### config.mk
export PLATFORM = sky130hd
export DESIGN_NAME = divmul_sequencer_flat
export DESIGN_NICKNAME = d
export VERILOG_FILES = /design/src/rtl/divmul_pkg.sv /design/src/rtl/divmul_if.sv /design/src/rtl/divmul_iter_core.sv /design/src/rtl/divmul_sequencer.sv /design/src/flat_wrapper.sv
export SDC_FILE = /design/constraint.sdc
export NUM_CORES = 1
export LEC_CHECK = 0
export ABC_AREA = 0
export CAP_MARGIN = 10
export CORE_MARGIN = 5
export CORE_UTILIZATION = 40
export DETAILED_ROUTE_END_ITERATION = 8
export GPL_ROUTABILITY_DRIVEN = 0
export PLACE_DENSITY = 0.7
export SETUP_SLACK_MARGIN = 0.2
export SYNTH_ARGS = -nofsm -noshare
export SYNTH_HDL_FRONTEND = slang
export SYNTH_SLANG_ARGS = --single-unit
### constraint.sdc
create_clock -name clk -period 6.1 [get_ports clk]
set_clock_uncertainty 0.2 [all_clocks]
set_input_delay 1.83 -clock clk [delete_from_list [all_inputs] [get_ports clk]]
set_output_delay 1.83 -clock clk [all_outputs]
set_load 0.1 [all_outputs]
### src/rtl/divmul_pkg.sv
// Shared definitions for the iterative multiply/divide sequencer: opcodes,
// FSM state encoding and default sizing.
package divmul_pkg;

   localparam int WIDTH_DEF = 32;
   localparam int CNT_W_DEF = 6;

   localparam logic [1:0] OP_MUL  = 2'd0;
   localparam logic [1:0] OP_MLA  = 2'd1;
   localparam logic [1:0] OP_UDIV = 2'd2;
   localparam logic [1:0] OP_SDIV = 2'd3;

   typedef enum logic [1:0] {
      S_IDLE = 2'd0,
      S_RUN  = 2'd1,
      S_DONE = 2'd2
   } state_e;

   // Both divide opcodes share the upper opcode bit.
   function automatic logic is_div(input logic [1:0] op);
      return op[1];
   endfunction

endpackage

### src/rtl/divmul_if.sv
// Decode-side request/response bundle for the multiply/divide sequencer.
// The div0 member only exists when DIVMUL_DIV0_TRAP_EN is defined.
interface divmul_if
   import divmul_pkg::*;
#(
   parameter int WIDTH = WIDTH_DEF
);
   logic             start;
   logic [1:0]       op;
   logic [WIDTH-1:0] a;
   logic [WIDTH-1:0] b;
   logic [WIDTH-1:0] acc;
   logic             flush;
   logic             stall;
   logic             busy;
   logic             done;
   logic [WIDTH-1:0] result;
`ifdef DIVMUL_DIV0_TRAP_EN
   logic             div0;

   modport master (
      output start, op, a, b, acc, flush,
      input  stall, busy, done, result, div0
   );
   modport slave (
      input  start, op, a, b, acc, flush,
      output stall, busy, done, result, div0
   );
`else
   modport master (
      output start, op, a, b, acc, flush,
      input  stall, busy, done, result
   );
   modport slave (
      input  start, op, a, b, acc, flush,
      output stall, busy, done, result
   );
`endif
endinterface

### src/rtl/divmul_iter_core.sv
// One radix-2 iteration per step: LSB-first shift/add multiply or restoring
// divide on unsigned operands. Sign handling lives in the sequencer.
module divmul_iter_core
   import divmul_pkg::*;
#(
   parameter int WIDTH = WIDTH_DEF
) (
   input  logic             clk,
   input  logic             reset,
   input  logic             load,
   input  logic             step,
   input  logic             div_mode,
   input  logic [WIDTH-1:0] opnd_in,
   input  logic [WIDTH-1:0] q_in,
   input  logic [WIDTH-1:0] acc_in,
   output logic [WIDTH-1:0] res_next
);

   logic [WIDTH-1:0] opnd_q, opnd_d;
   logic [WIDTH-1:0] q_q, q_d;
   logic [WIDTH-1:0] acc_q, acc_d;
   logic [WIDTH-1:0] rem_q, rem_d;
   logic [WIDTH:0]   shift_s;
   logic [WIDTH:0]   diff_s;

   // Next-state of the datapath; the diff sign bit selects restore vs. keep.
   always_comb begin
      opnd_d  = opnd_q;
      q_d     = q_q;
      acc_d   = acc_q;
      rem_d   = rem_q;
      shift_s = {rem_q, q_q[WIDTH-1]};
      diff_s  = shift_s - {1'b0, opnd_q};
      if (load) begin
         opnd_d = opnd_in;
         q_d    = q_in;
         acc_d  = acc_in;
         rem_d  = {WIDTH{1'b0}};
      end else if (step) begin
         if (div_mode) begin
            if (!diff_s[WIDTH]) begin
               rem_d = diff_s[WIDTH-1:0];
               q_d   = {q_q[WIDTH-2:0], 1'b1};
            end else begin
               rem_d = shift_s[WIDTH-1:0];
               q_d   = {q_q[WIDTH-2:0], 1'b0};
            end
         end else begin
            acc_d  = acc_q + (q_q[0] ? opnd_q : {WIDTH{1'b0}});
            opnd_d = opnd_q << 1;
            q_d    = q_q >> 1;
         end
      end else begin
         rem_d = rem_q;
      end
      res_next = div_mode ? q_d : acc_d;
   end

   // Datapath registers.
   always_ff @(posedge clk or negedge reset) begin
      if (!reset) begin
         opnd_q <= {WIDTH{1'b0}};
         q_q    <= {WIDTH{1'b0}};
         acc_q  <= {WIDTH{1'b0}};
         rem_q  <= {WIDTH{1'b0}};
      end else begin
         opnd_q <= opnd_d;
         q_q    <= q_d;
         acc_q  <= acc_d;
         rem_q  <= rem_d;
      end
   end

endmodule

### src/rtl/divmul_sequencer.sv
// Multi-cycle controller for the shared multiply/divide unit: FSM, iteration
// counter, sign fix-up, stall/done. Optional div0 strobe via DIVMUL_DIV0_TRAP_EN.
module divmul_sequencer
   import divmul_pkg::*;
#(
   parameter int WIDTH = WIDTH_DEF,
   parameter int CNT_W = CNT_W_DEF
) (
   input logic     clk,
   input logic     reset,
   divmul_if.slave bus
);

   localparam logic [CNT_W-1:0] CNT_LAST = CNT_W'(WIDTH - 1);

   state_e           state_q, state_d;
   logic [CNT_W-1:0] cnt_q, cnt_d;
   logic [1:0]       op_q, op_d;
   logic             neg_q, neg_d;
   logic [WIDTH-1:0] result_q, result_d;
   logic             busy_q, busy_d;
   logic             done_q, done_d;
   logic             div0_q, div0_d;

   logic             load_s;
   logic             step_s;
   logic             div_mode_s;
   logic             sdiv_s;
   logic [WIDTH-1:0] a_mag_s;
   logic [WIDTH-1:0] b_mag_s;
   logic [WIDTH-1:0] opnd_in_s;
   logic [WIDTH-1:0] q_in_s;
   logic [WIDTH-1:0] acc_in_s;
   logic [WIDTH-1:0] res_next_s;

   // Operand conditioning: divides run on magnitudes, MUL starts from zero.
   always_comb begin
      sdiv_s     = (bus.op == OP_SDIV);
      a_mag_s    = (sdiv_s && bus.a[WIDTH-1]) ? ({WIDTH{1'b0}} - bus.a) : bus.a;
      b_mag_s    = (sdiv_s && bus.b[WIDTH-1]) ? ({WIDTH{1'b0}} - bus.b) : bus.b;
      opnd_in_s  = is_div(bus.op) ? b_mag_s : bus.a;
      q_in_s     = is_div(bus.op) ? a_mag_s : bus.b;
      acc_in_s   = (bus.op == OP_MLA) ? bus.acc : {WIDTH{1'b0}};
      div_mode_s = (state_q == S_IDLE) ? is_div(bus.op) : is_div(op_q);
   end

   // FSM next-state, counter and result capture.
   always_comb begin
      state_d  = state_q;
      cnt_d    = cnt_q;
      op_d     = op_q;
      neg_d    = neg_q;
      result_d = result_q;
      div0_d   = 1'b0;
      load_s   = 1'b0;
      step_s   = 1'b0;
      if (bus.flush) begin
         state_d = S_IDLE;
         cnt_d   = {CNT_W{1'b0}};
      end else begin
         case (state_q)
            S_IDLE: begin
               if (bus.start) begin
                  op_d   = bus.op;
                  neg_d  = sdiv_s && (bus.a[WIDTH-1] ^ bus.b[WIDTH-1]);
                  load_s = 1'b1;
                  if (is_div(bus.op) && (bus.b == {WIDTH{1'b0}})) begin
                     state_d  = S_DONE;
                     result_d = {WIDTH{1'b0}};
                     div0_d   = 1'b1;
                  end else begin
                     state_d = S_RUN;
                     cnt_d   = CNT_LAST;
                  end
               end else begin
                  state_d = S_IDLE;
               end
            end
            S_RUN: begin
               step_s = 1'b1;
               if (cnt_q == {CNT_W{1'b0}}) begin
                  state_d  = S_DONE;
                  result_d = neg_q ? ({WIDTH{1'b0}} - res_next_s) : res_next_s;
               end else begin
                  cnt_d = cnt_q - {{(CNT_W-1){1'b0}}, 1'b1};
               end
            end
            S_DONE: begin
               state_d = S_IDLE;
            end
            default: begin
               state_d = S_IDLE;
            end
         endcase
      end
      busy_d = (state_d != S_IDLE);
      done_d = (state_d == S_DONE);
   end

   // State and registered outputs.
   always_ff @(posedge clk or negedge reset) begin
      if (!reset) begin
         state_q  <= S_IDLE;
         cnt_q    <= {CNT_W{1'b0}};
         op_q     <= OP_MUL;
         neg_q    <= 1'b0;
         result_q <= {WIDTH{1'b0}};
         busy_q   <= 1'b0;
         done_q   <= 1'b0;
         div0_q   <= 1'b0;
      end else begin
         state_q  <= state_d;
         cnt_q    <= cnt_d;
         op_q     <= op_d;
         neg_q    <= neg_d;
         result_q <= result_d;
         busy_q   <= busy_d;
         done_q   <= done_d;
         div0_q   <= div0_d;
      end
   end

   divmul_iter_core #(
      .WIDTH (WIDTH)
   ) u_core (
      .clk      (clk),
      .reset    (reset),
      .load     (load_s),
      .step     (step_s),
      .div_mode (div_mode_s),
      .opnd_in  (opnd_in_s),
      .q_in     (q_in_s),
      .acc_in   (acc_in_s),
      .res_next (res_next_s)
   );

   // Stall must cover the request cycle itself, so it cannot wait for a flop.
   assign bus.stall  = ((state_q == S_IDLE) && bus.start) || (state_q == S_RUN);
   assign bus.busy   = busy_q;
   assign bus.done   = done_q;
   assign bus.result = result_q;
`ifdef DIVMUL_DIV0_TRAP_EN
   assign bus.div0   = div0_q;
`else
   logic unused_div0_s;
   assign unused_div0_s = div0_q;
`endif

endmodule

### src/flat_wrapper.sv
// flat-port wrapper written by rule: the top's interface ports become plain ports
module divmul_sequencer_flat import divmul_pkg::*;
#(
   parameter int WIDTH = WIDTH_DEF,
   parameter int CNT_W = CNT_W_DEF
)
  (clk, reset, bus_start, bus_op, bus_a, bus_b, bus_acc, bus_flush, bus_stall, bus_busy, bus_done, bus_result);
  divmul_if #(.WIDTH(WIDTH)) bus_i ();
  input logic clk;
  input logic reset;
  input wire logic [$bits(bus_i.start)-1:0] bus_start;
  input wire logic [$bits(bus_i.op)-1:0] bus_op;
  input wire logic [$bits(bus_i.a)-1:0] bus_a;
  input wire logic [$bits(bus_i.b)-1:0] bus_b;
  input wire logic [$bits(bus_i.acc)-1:0] bus_acc;
  input wire logic [$bits(bus_i.flush)-1:0] bus_flush;
  output wire logic [$bits(bus_i.stall)-1:0] bus_stall;
  output wire logic [$bits(bus_i.busy)-1:0] bus_busy;
  output wire logic [$bits(bus_i.done)-1:0] bus_done;
  output wire logic [$bits(bus_i.result)-1:0] bus_result;
  assign bus_i.start = bus_start;
  assign bus_i.op = bus_op;
  assign bus_i.a = bus_a;
  assign bus_i.b = bus_b;
  assign bus_i.acc = bus_acc;
  assign bus_i.flush = bus_flush;
  assign bus_stall = bus_i.stall;
  assign bus_busy = bus_i.busy;
  assign bus_done = bus_i.done;
  assign bus_result = bus_i.result;
  divmul_sequencer #(.WIDTH(WIDTH), .CNT_W(CNT_W)) u_core (.clk(clk), .reset(reset), .bus(bus_i));
endmodule
# Yosys cells after proc, flatten, opt, wreduce, memory -nomap -nowiden
# Cells that the tools add are included.
[word_totals]
regBits = 173
inputBits = 102
wordCells = 91
[op_classes]
addsub = 6
eq_ne = 11
n_mux = 42
bitwise_logic = 2
n_reduce_logical = 19
[op_table]
columns = ["cell", "count"]
rows = [
  ["2-to-1 mux 32 bit", 24],
  ["subtractor 1 x 32 -> 32 bit, first input constant", 3],
  ["one-hot mux 32 bit (2 select lines)", 1],
  ["subtractor 33 x 32 -> 33 bit", 1],
  ["adder 32 bit", 1],
  ["zero test 32 bit", 1],
  ["2-to-1 mux 6 bit", 4],
  ["one-hot mux 6 bit (2 select lines)", 1],
  ["!= test 3 bit, second input constant", 3],
  ["2-to-1 mux 2 bit", 4],
  ["nonzero test 2 bit", 4],
  ["2-to-1 mux 1 bit", 7],
  ["zero test 6 bit", 1],
  ["subtractor 6 x 1 -> 6 bit, second input constant", 1],
  ["logical AND 1 bit", 5],
  ["AND reduction 5 bit", 1],
  ["== test 2 x 1 -> 1 bit, second input constant", 2],
  ["== test 2 bit, second input constant", 2],
  ["!= test 2 x 1 -> 1 bit, second input constant", 2],
  ["!= test 2 bit, second input constant", 2],
  ["one-hot mux 2 bit (2 select lines)", 1],
  ["AND reduction 2 bit", 2],
  ["AND reduction 4 bit", 1],
  ["AND reduction 3 bit", 1],
  ["5 further kinds", 5],
]

# Depth between registers and ports, before layout
[depth]
ltp_word = 10
ltp_mapped = 19

# By module
# A second synthesis with hierarchy kept.
[hier_totals]
cells_unflattened = 1996
area_unflattened_um2 = 15522.4
[modules_own_cells]
columns = ["mod", "n_inst", "cells_each", "area_each_um2", "seq_area_each_um2"]
rows = [
  ["divmul_iter_core", 1, 1315, 10462.5, 3203.1],
  ["divmul_sequencer", 1, 681, 5059.9, 1101.1],
]

# Worst setup path before layout
# Ideal clock, no wire load.
[synth_path]
path_type = "input to register"
start = "input bus_op[1]"
end = "register u_core.result_q[28] (netlist: u_core.bus.result[28])"
setup_time_ps = 131
arrival_time_ps = 4837
t_required_ps = 5769
setup_slack_ps = 932
path_stages = 17
path_buffers = 3
cell_sequence = "buf_2 > or3b_1 > buf_2 > nand2_2 > buf_4 > mux2_2 > a21oi_1 > mux2_2 > ha_1 > inv_1 > a2111oi_2 > a41oi_1 > a21oi_2 > o21ai_1 > a21oi_1 > xnor2_1 > o21ai_1"
[synth_between]
elab_chain_len = 10
[synth_rtl]
columns = ["item", "line", "rtl"]
rows = [
  ["start: declaration", "flat_wrapper.sv:12", "input wire logic [$bits(bus_i.op)-1:0] bus_op;"],
  ["== test 2 bit", "divmul_sequencer.sv:38", "sdiv_s = (bus.op == OP_SDIV);"],
  ["logical AND 1 bit", "divmul_sequencer.sv:39", "a_mag_s = (sdiv_s && bus.a[WIDTH-1]) ? ({WIDTH{1'b0}} - bus.a) : bus.a;"],
  ["2-to-1 mux 32 bit", "divmul_sequencer.sv:39", ""],
  ["2-to-1 mux 32 bit", "divmul_sequencer.sv:42", "q_in_s = is_div(bus.op) ? a_mag_s : bus.b;"],
  ["2-to-1 mux 32 bit", "divmul_iter_core.sv:34", "if (load) begin"],
  ["2-to-1 mux 32 bit", "divmul_iter_core.sv:56", "res_next = div_mode ? q_d : acc_d;"],
  ["subtractor 1 x 32 -> 32 bit", "divmul_sequencer.sv:83", "result_d = neg_q ? ({WIDTH{1'b0}} - res_next_s) : res_next_s;"],
  ["2-to-1 mux 32 bit", "divmul_sequencer.sv:83", ""],
  ["2-to-1 mux 32 bit", "divmul_sequencer.sv:81", "if (cnt_q == {CNT_W{1'b0}}) begin"],
  ["one-hot mux 32 bit (2 select lines)", "divmul_sequencer.sv:61", "case (state_q)"],
  ["end signal: assignment", "divmul_sequencer.sv:107", "result_q <= {WIDTH{1'b0}};"],
  ["end signal: assignment", "divmul_sequencer.sv:116", "result_q <= result_d;"],
  ["end: declaration", "divmul_sequencer.sv:20", "logic [WIDTH-1:0] result_q, result_d;"],
]
# Parallel ways exist; a longest one is shown, timed or not. The select of a mux whose other input is x is not followed.
# A chain may end at the register's enable or synchronous reset.

# Final worst setup path
[layout_path]
start = "input bus_a[4]"
end = "register u_core.result_q[26] (netlist: u_core.bus.result[26])"
[layout_between]
elab_chain_len = 9
[layout_rtl]
columns = ["item", "line", "rtl"]
rows = [
  ["start: declaration", "flat_wrapper.sv:13", "input wire logic [$bits(bus_i.a)-1:0] bus_a;"],
  ["subtractor 1 x 32 -> 32 bit", "divmul_sequencer.sv:39", ""],
  ["2-to-1 mux 32 bit *", "divmul_sequencer.sv:39", ""],
  ["2-to-1 mux 32 bit *", "divmul_sequencer.sv:42", ""],
  ["2-to-1 mux 32 bit *", "divmul_iter_core.sv:34", ""],
  ["2-to-1 mux 32 bit *", "divmul_iter_core.sv:56", ""],
  ["subtractor 1 x 32 -> 32 bit", "divmul_sequencer.sv:83", ""],
  ["2-to-1 mux 32 bit *", "divmul_sequencer.sv:83", ""],
  ["2-to-1 mux 32 bit *", "divmul_sequencer.sv:81", ""],
  ["one-hot mux 32 bit (2 select lines) *", "divmul_sequencer.sv:61", ""],
]
# Every way passes the cells marked *; elsewhere a longest branch is shown, timed or not. The select of a mux whose other input is x is not followed.

==> flow_summary.yaml <==
logic_synthesis:
  most_numerous_cell_types_in_the_synthesized_netlist: "201 x sky130_fd_sc_hd__nand2_1, 173 x sky130_fd_sc_hd__nor2_1, 172 x sky130_fd_sc_hd__dfrtp_1"
  yosys-top-cells-area: "sky130_fd_sc_hd__dfrtp_1 28%, sky130_fd_sc_hd__ha_1 5.5%, sky130_fd_sc_hd__a21oi_1 5.0%, sky130_fd_sc_hd__nand2_1 4.9%, sky130_fd_sc_hd__o21ai_0 4.5%"
  synth_area_per_cell_um2: 7.766
  synth-async-reset-ratio_pct: 100.0
  yosysWarnings: 0
  yosys.cell_count.top_type: "sky130_fd_sc_hd__nand2_1"
  ys_seq_elements: 172
  synth_edf_count: 0
  synthesis.nets: 2147
  post_synth_num_cell_types: 97
  synth.top_cell.area_share_pct: 28.05
  synthesized_cell_area_um2: 15350
  netlist_instances: 1976
  synth.yosys.seq_area_share_pct: 28.05
  dominantRegCellSynth: "sky130_fd_sc_hd__dfrtp_1"
  yosysTopAreaCell: "sky130_fd_sc_hd__dfrtp_1"
sta:
  timing.final.ws_setup_ps: 436.5
  finalSetupTns_ps: 0
  final.period_utilization_pct: 92.85
  final-setup-viol-count: 0
  report.final.slew_viol_count: 0
  maxClockFrequency_ghz: 0.1766
  final-hold-violation-count: 0
  fin_worst_hold_slack_ps: 279.7
  max_slew_margin_pct: 27.37
  period_needed_ps: 5664
  rsz0062_at_grt: "false"
  worst_slew_pin_slew_ps: 1088
setup_path:
  cp.arrival_ps: 5760
  path_cells: "clkdlybuf4s50_1 -> nor4_4 -> and2_1 -> a31oi_1 -> xor2_1 -> a2111oi_0 -> or3_1 -> o2111ai_1 -> nor2_2 -> nand4_1 -> o31ai_1 -> xor2_1 -> o21ai_1"
  critPathLaunchType: "input pin"
  setup.worst_path.class: "in2reg"
  slowest_stage: "sky130_fd_sc_hd__a2111oi_0"
  worst-path-max-fanout: 8
  startpoint: "bus_a[4]"
  max_stage_delay_ps: 850
  worstPathRequired_ps: 6190
  critPathMostFrequentCell: "sky130_fd_sc_hd__xor2_1"
  rr_startpoint: "u_core.u_core.q_q[0]"
  crit_path_end_kind: "flop"
detailed_routing:
  vias_per_cell: 6.265
  drt-wirelength-per-cell_um: 21.90
  routed-via-count: 16121
  drc: 0
  routed_wire_length_um: 56340
  drt_iter0_drc: 1766
  tritonroute_pass_1_iters: 9
  postRouteAntennaNets: 0
floorplan:
  io_pins: 137
  die_h_um: 205.9
  initial_utilization_pct: 40.65
  die_area_um2: 42380
  placement_row_count: 71
  fp.coreArea_um2: 37760
  floorplan.die.width_um: 205.9
hold_path:
  worstHoldStart: "u_core.bus.result[12]"
  hp-class: "reg2reg"
clocking:
  cts.reportedPaths.clkPinSlew_ps: 70
  root_buffer: "sky130_fd_sc_hd__clkbuf_16"
  clkSinkCount: 172
  clockBufferDepth: 2
  clock_buffers_created_by_tritoncts: 17
  cts_tree: "yes"
  clock_latency_of_the_later_clocked_register_in_the_worst_skew_pair_ps: 450
  ctsHtreeMaxLevel: 4
global_route:
  globalRoute.totalOverflow: 0
  first_global_vias: 15000
  first_pass_grt_wire_length_um: 86930
  gr_util_all_layers_pct: 26.03
  grt_antenna_before_repair: 0
  maximum_number_of_pins_on_one_net_before_global_route_repair: 82
cells_and_area:
  fillers: 3669
  drive_above_1_share_pct: 6.596
  areaGrowthSynthToFinish_pct: 16.38
  antenna_cells_inserted: 0
  stdcell_count: 2573
  nNetsFinal: 2221
power:
  switching_share_pct: 51.71
  worst_ir_drop_vdd_uv: 219.8
  combinationalPowerShare_pct: 61.9
  switchingPower_w: 0.004236
  sequentialPowerShare_pct: 23.1
  power.internal_w: 0.003957
  power.share.clock_pct: 15.0
  power.static_leakage_nw: 7.686
  p_per_cell_area_nw_per_um2: 458.7
job:
  cap_viol_max_count: 0
outcome:
  result_of_the_run: "finished clean"
placement:
  place_worst_setup_slack_ps: 81.69
  hpwl_reported_at_the_end_of_detailed_placement_um: 43270
  port_buffers: 136
  placed_cells: 2540
-- path summary, 6_finish.rpt --
path,cells after the start,end,slack (ps)
max,13,u_core.bus.result[26],440
min,2,u_core.bus.result[12],280
max reg2reg,15,u_core.bus.result[31],790
min reg2reg,2,u_core.bus.result[12],280
max in group asynchronous,2,u_core.u_core.opnd_q[14],3390
min in group asynchronous,1,u_core.bus.done,1200
-- area by class of cell --
class                      count  area [um^2]  area share (%)
clock inverter                14        203.9           1.142
sequential                   172         4304           24.10
multi-input combinational   1604        10270           57.52
clock buffer                  17        425.4           2.382
timing repair buffer         186         1755           9.829
inverter                      69        259.0           1.450
tap                          511        639.4           3.580
-- layer usage --
layer / up-vias / wire [um] / global-route usage (%)
met4: 0 / 2175 / 9.458
met2: 923 / 25160 / 40.96
met5: - / 0 / 0
met3: 133 / 5783 / 4.723
met1: 7672 / 23220 / 35.95
li1: 7393 / - / -
-- cell usage in the layout, fill, tap and decap left out, types with 9 or more instances in the layout --
cell type | synthesis | routed
sky130_fd_sc_hd__o211ai_1 | 27 | 27
sky130_fd_sc_hd__a31oi_1 | 35 | 35
sky130_fd_sc_hd__and2_1 | 42 | 42
sky130_fd_sc_hd__or2_2 | 9 | 9
sky130_fd_sc_hd__nor3_1 | 44 | 44
sky130_fd_sc_hd__o21ai_1 | 29 | 29
sky130_fd_sc_hd__nor4_1 | 11 | 11
sky130_fd_sc_hd__nand4_1 | 22 | 22
sky130_fd_sc_hd__mux2i_1 | 37 | 37
sky130_fd_sc_hd__buf_4 | 3 | 49
sky130_fd_sc_hd__o21a_1 | 16 | 16
sky130_fd_sc_hd__a211oi_1 | 55 | 55
sky130_fd_sc_hd__o21ai_0 | 137 | 137
sky130_fd_sc_hd__inv_1 | 68 | 68
sky130_fd_sc_hd__nand2b_1 | 18 | 18
sky130_fd_sc_hd__clkdlybuf4s50_1 | 0 | 133
sky130_fd_sc_hd__clkbuf_16 | 0 | 17
sky130_fd_sc_hd__or3_1 | 13 | 13
sky130_fd_sc_hd__ha_1 | 67 | 67
sky130_fd_sc_hd__xor2_1 | 59 | 58
sky130_fd_sc_hd__o31ai_1 | 25 | 25
sky130_fd_sc_hd__nor2_1 | 173 | 173
sky130_fd_sc_hd__a21oi_1 | 153 | 153
sky130_fd_sc_hd__dfrtp_1 | 172 | 172
sky130_fd_sc_hd__nand3_1 | 89 | 89
sky130_fd_sc_hd__a22oi_1 | 23 | 23
sky130_fd_sc_hd__xnor2_1 | 62 | 62
sky130_fd_sc_hd__nand2_1 | 201 | 201
sky130_fd_sc_hd__a21o_1 | 45 | 45
sky130_fd_sc_hd__a211o_1 | 12 | 12
sky130_fd_sc_hd__and3_1 | 30 | 30
-- power by group through the flow --
stage / clock network [W] / registers [W] / logic [W]
3_5_place_dp: 0 / 0.00190 / 0.00495
6_report: 0.00123 / 0.00189 / 0.00507
3_3_place_gp: 0 / 0.00189 / 0.00486
2_1_floorplan: 0 / 0.00244 / 0.00300
5_1_grt: 0.00129 / 0.00194 / 0.00546
4_1_cts: 0.00124 / 0.00188 / 0.00497
-- cell families (layout without fill, tap and decap cells) --
| logic type | count (synthesis) | count (layout) | share of synthesized area, % |
|---|---|---|---|
| muxes | 45 | 45 | 3.000 |
| AOI/OAI and AO/OA | 662 | 662 | 28.27 |
| buffers and inverters | 200 | 286 | 5.316 |
| adders and majority gates | 69 | 69 | 5.724 |
| and+or+nand+nor | 707 | 707 | 22.74 |
| DFF | 172 | 172 | 28.05 |
| xor gates and xnor gates | 121 | 121 | 6.906 |
-- worst max-delay path, delay by kind of cell --
kind | cells | cell delay, ps
AO/OA/AOI/OAI | 5 | 1540
AND/OR/NAND/NOR | 5 | 1520
buffers and inverters | 1 | 500
XOR/XNOR | 2 | 360
-- stage by stage --
step / area [um^2] / utilization, % / power [W]
5_1_grt: 17860 / 47.30 / 0.008688
4_1_cts: 17840 / 47.26 / 0.008095
6_report: 17860 / 47.30 / 0.008193
2_1_floorplan: 15350 / - / 0.005436
3_5_place_dp: 17220 / 45.60 / 0.006848
3_3_place_gp: 17220 / 45.60 / 0.006751
-- repair_timing --
| item | in CTS | in global routing |
|---|---|---|
| resized for setup | 0 | 0 |
| hold endpoints to repair | 0 | 0 |
| hold buffers | 0 | 0 |
| setup endpoints to repair | 0 | 1 |
| buffers inserted | 0 | 2 |
-- registers in the layout, summed over array words and instances, names as in the netlist --
name,cells
u_core.bus.done,1
u_core.op_q,1
u_core.u_core.q_q,32
u_core.bus.result,32
u_core.u_core.rem_q,32
u_core.u_core.acc_q,32
u_core.bus.busy,1
u_core.u_core.opnd_q,32
u_core.state_q,2
u_core.cnt_q,6
u_core.neg_q,1
Power figures use the tool's default switching activity.
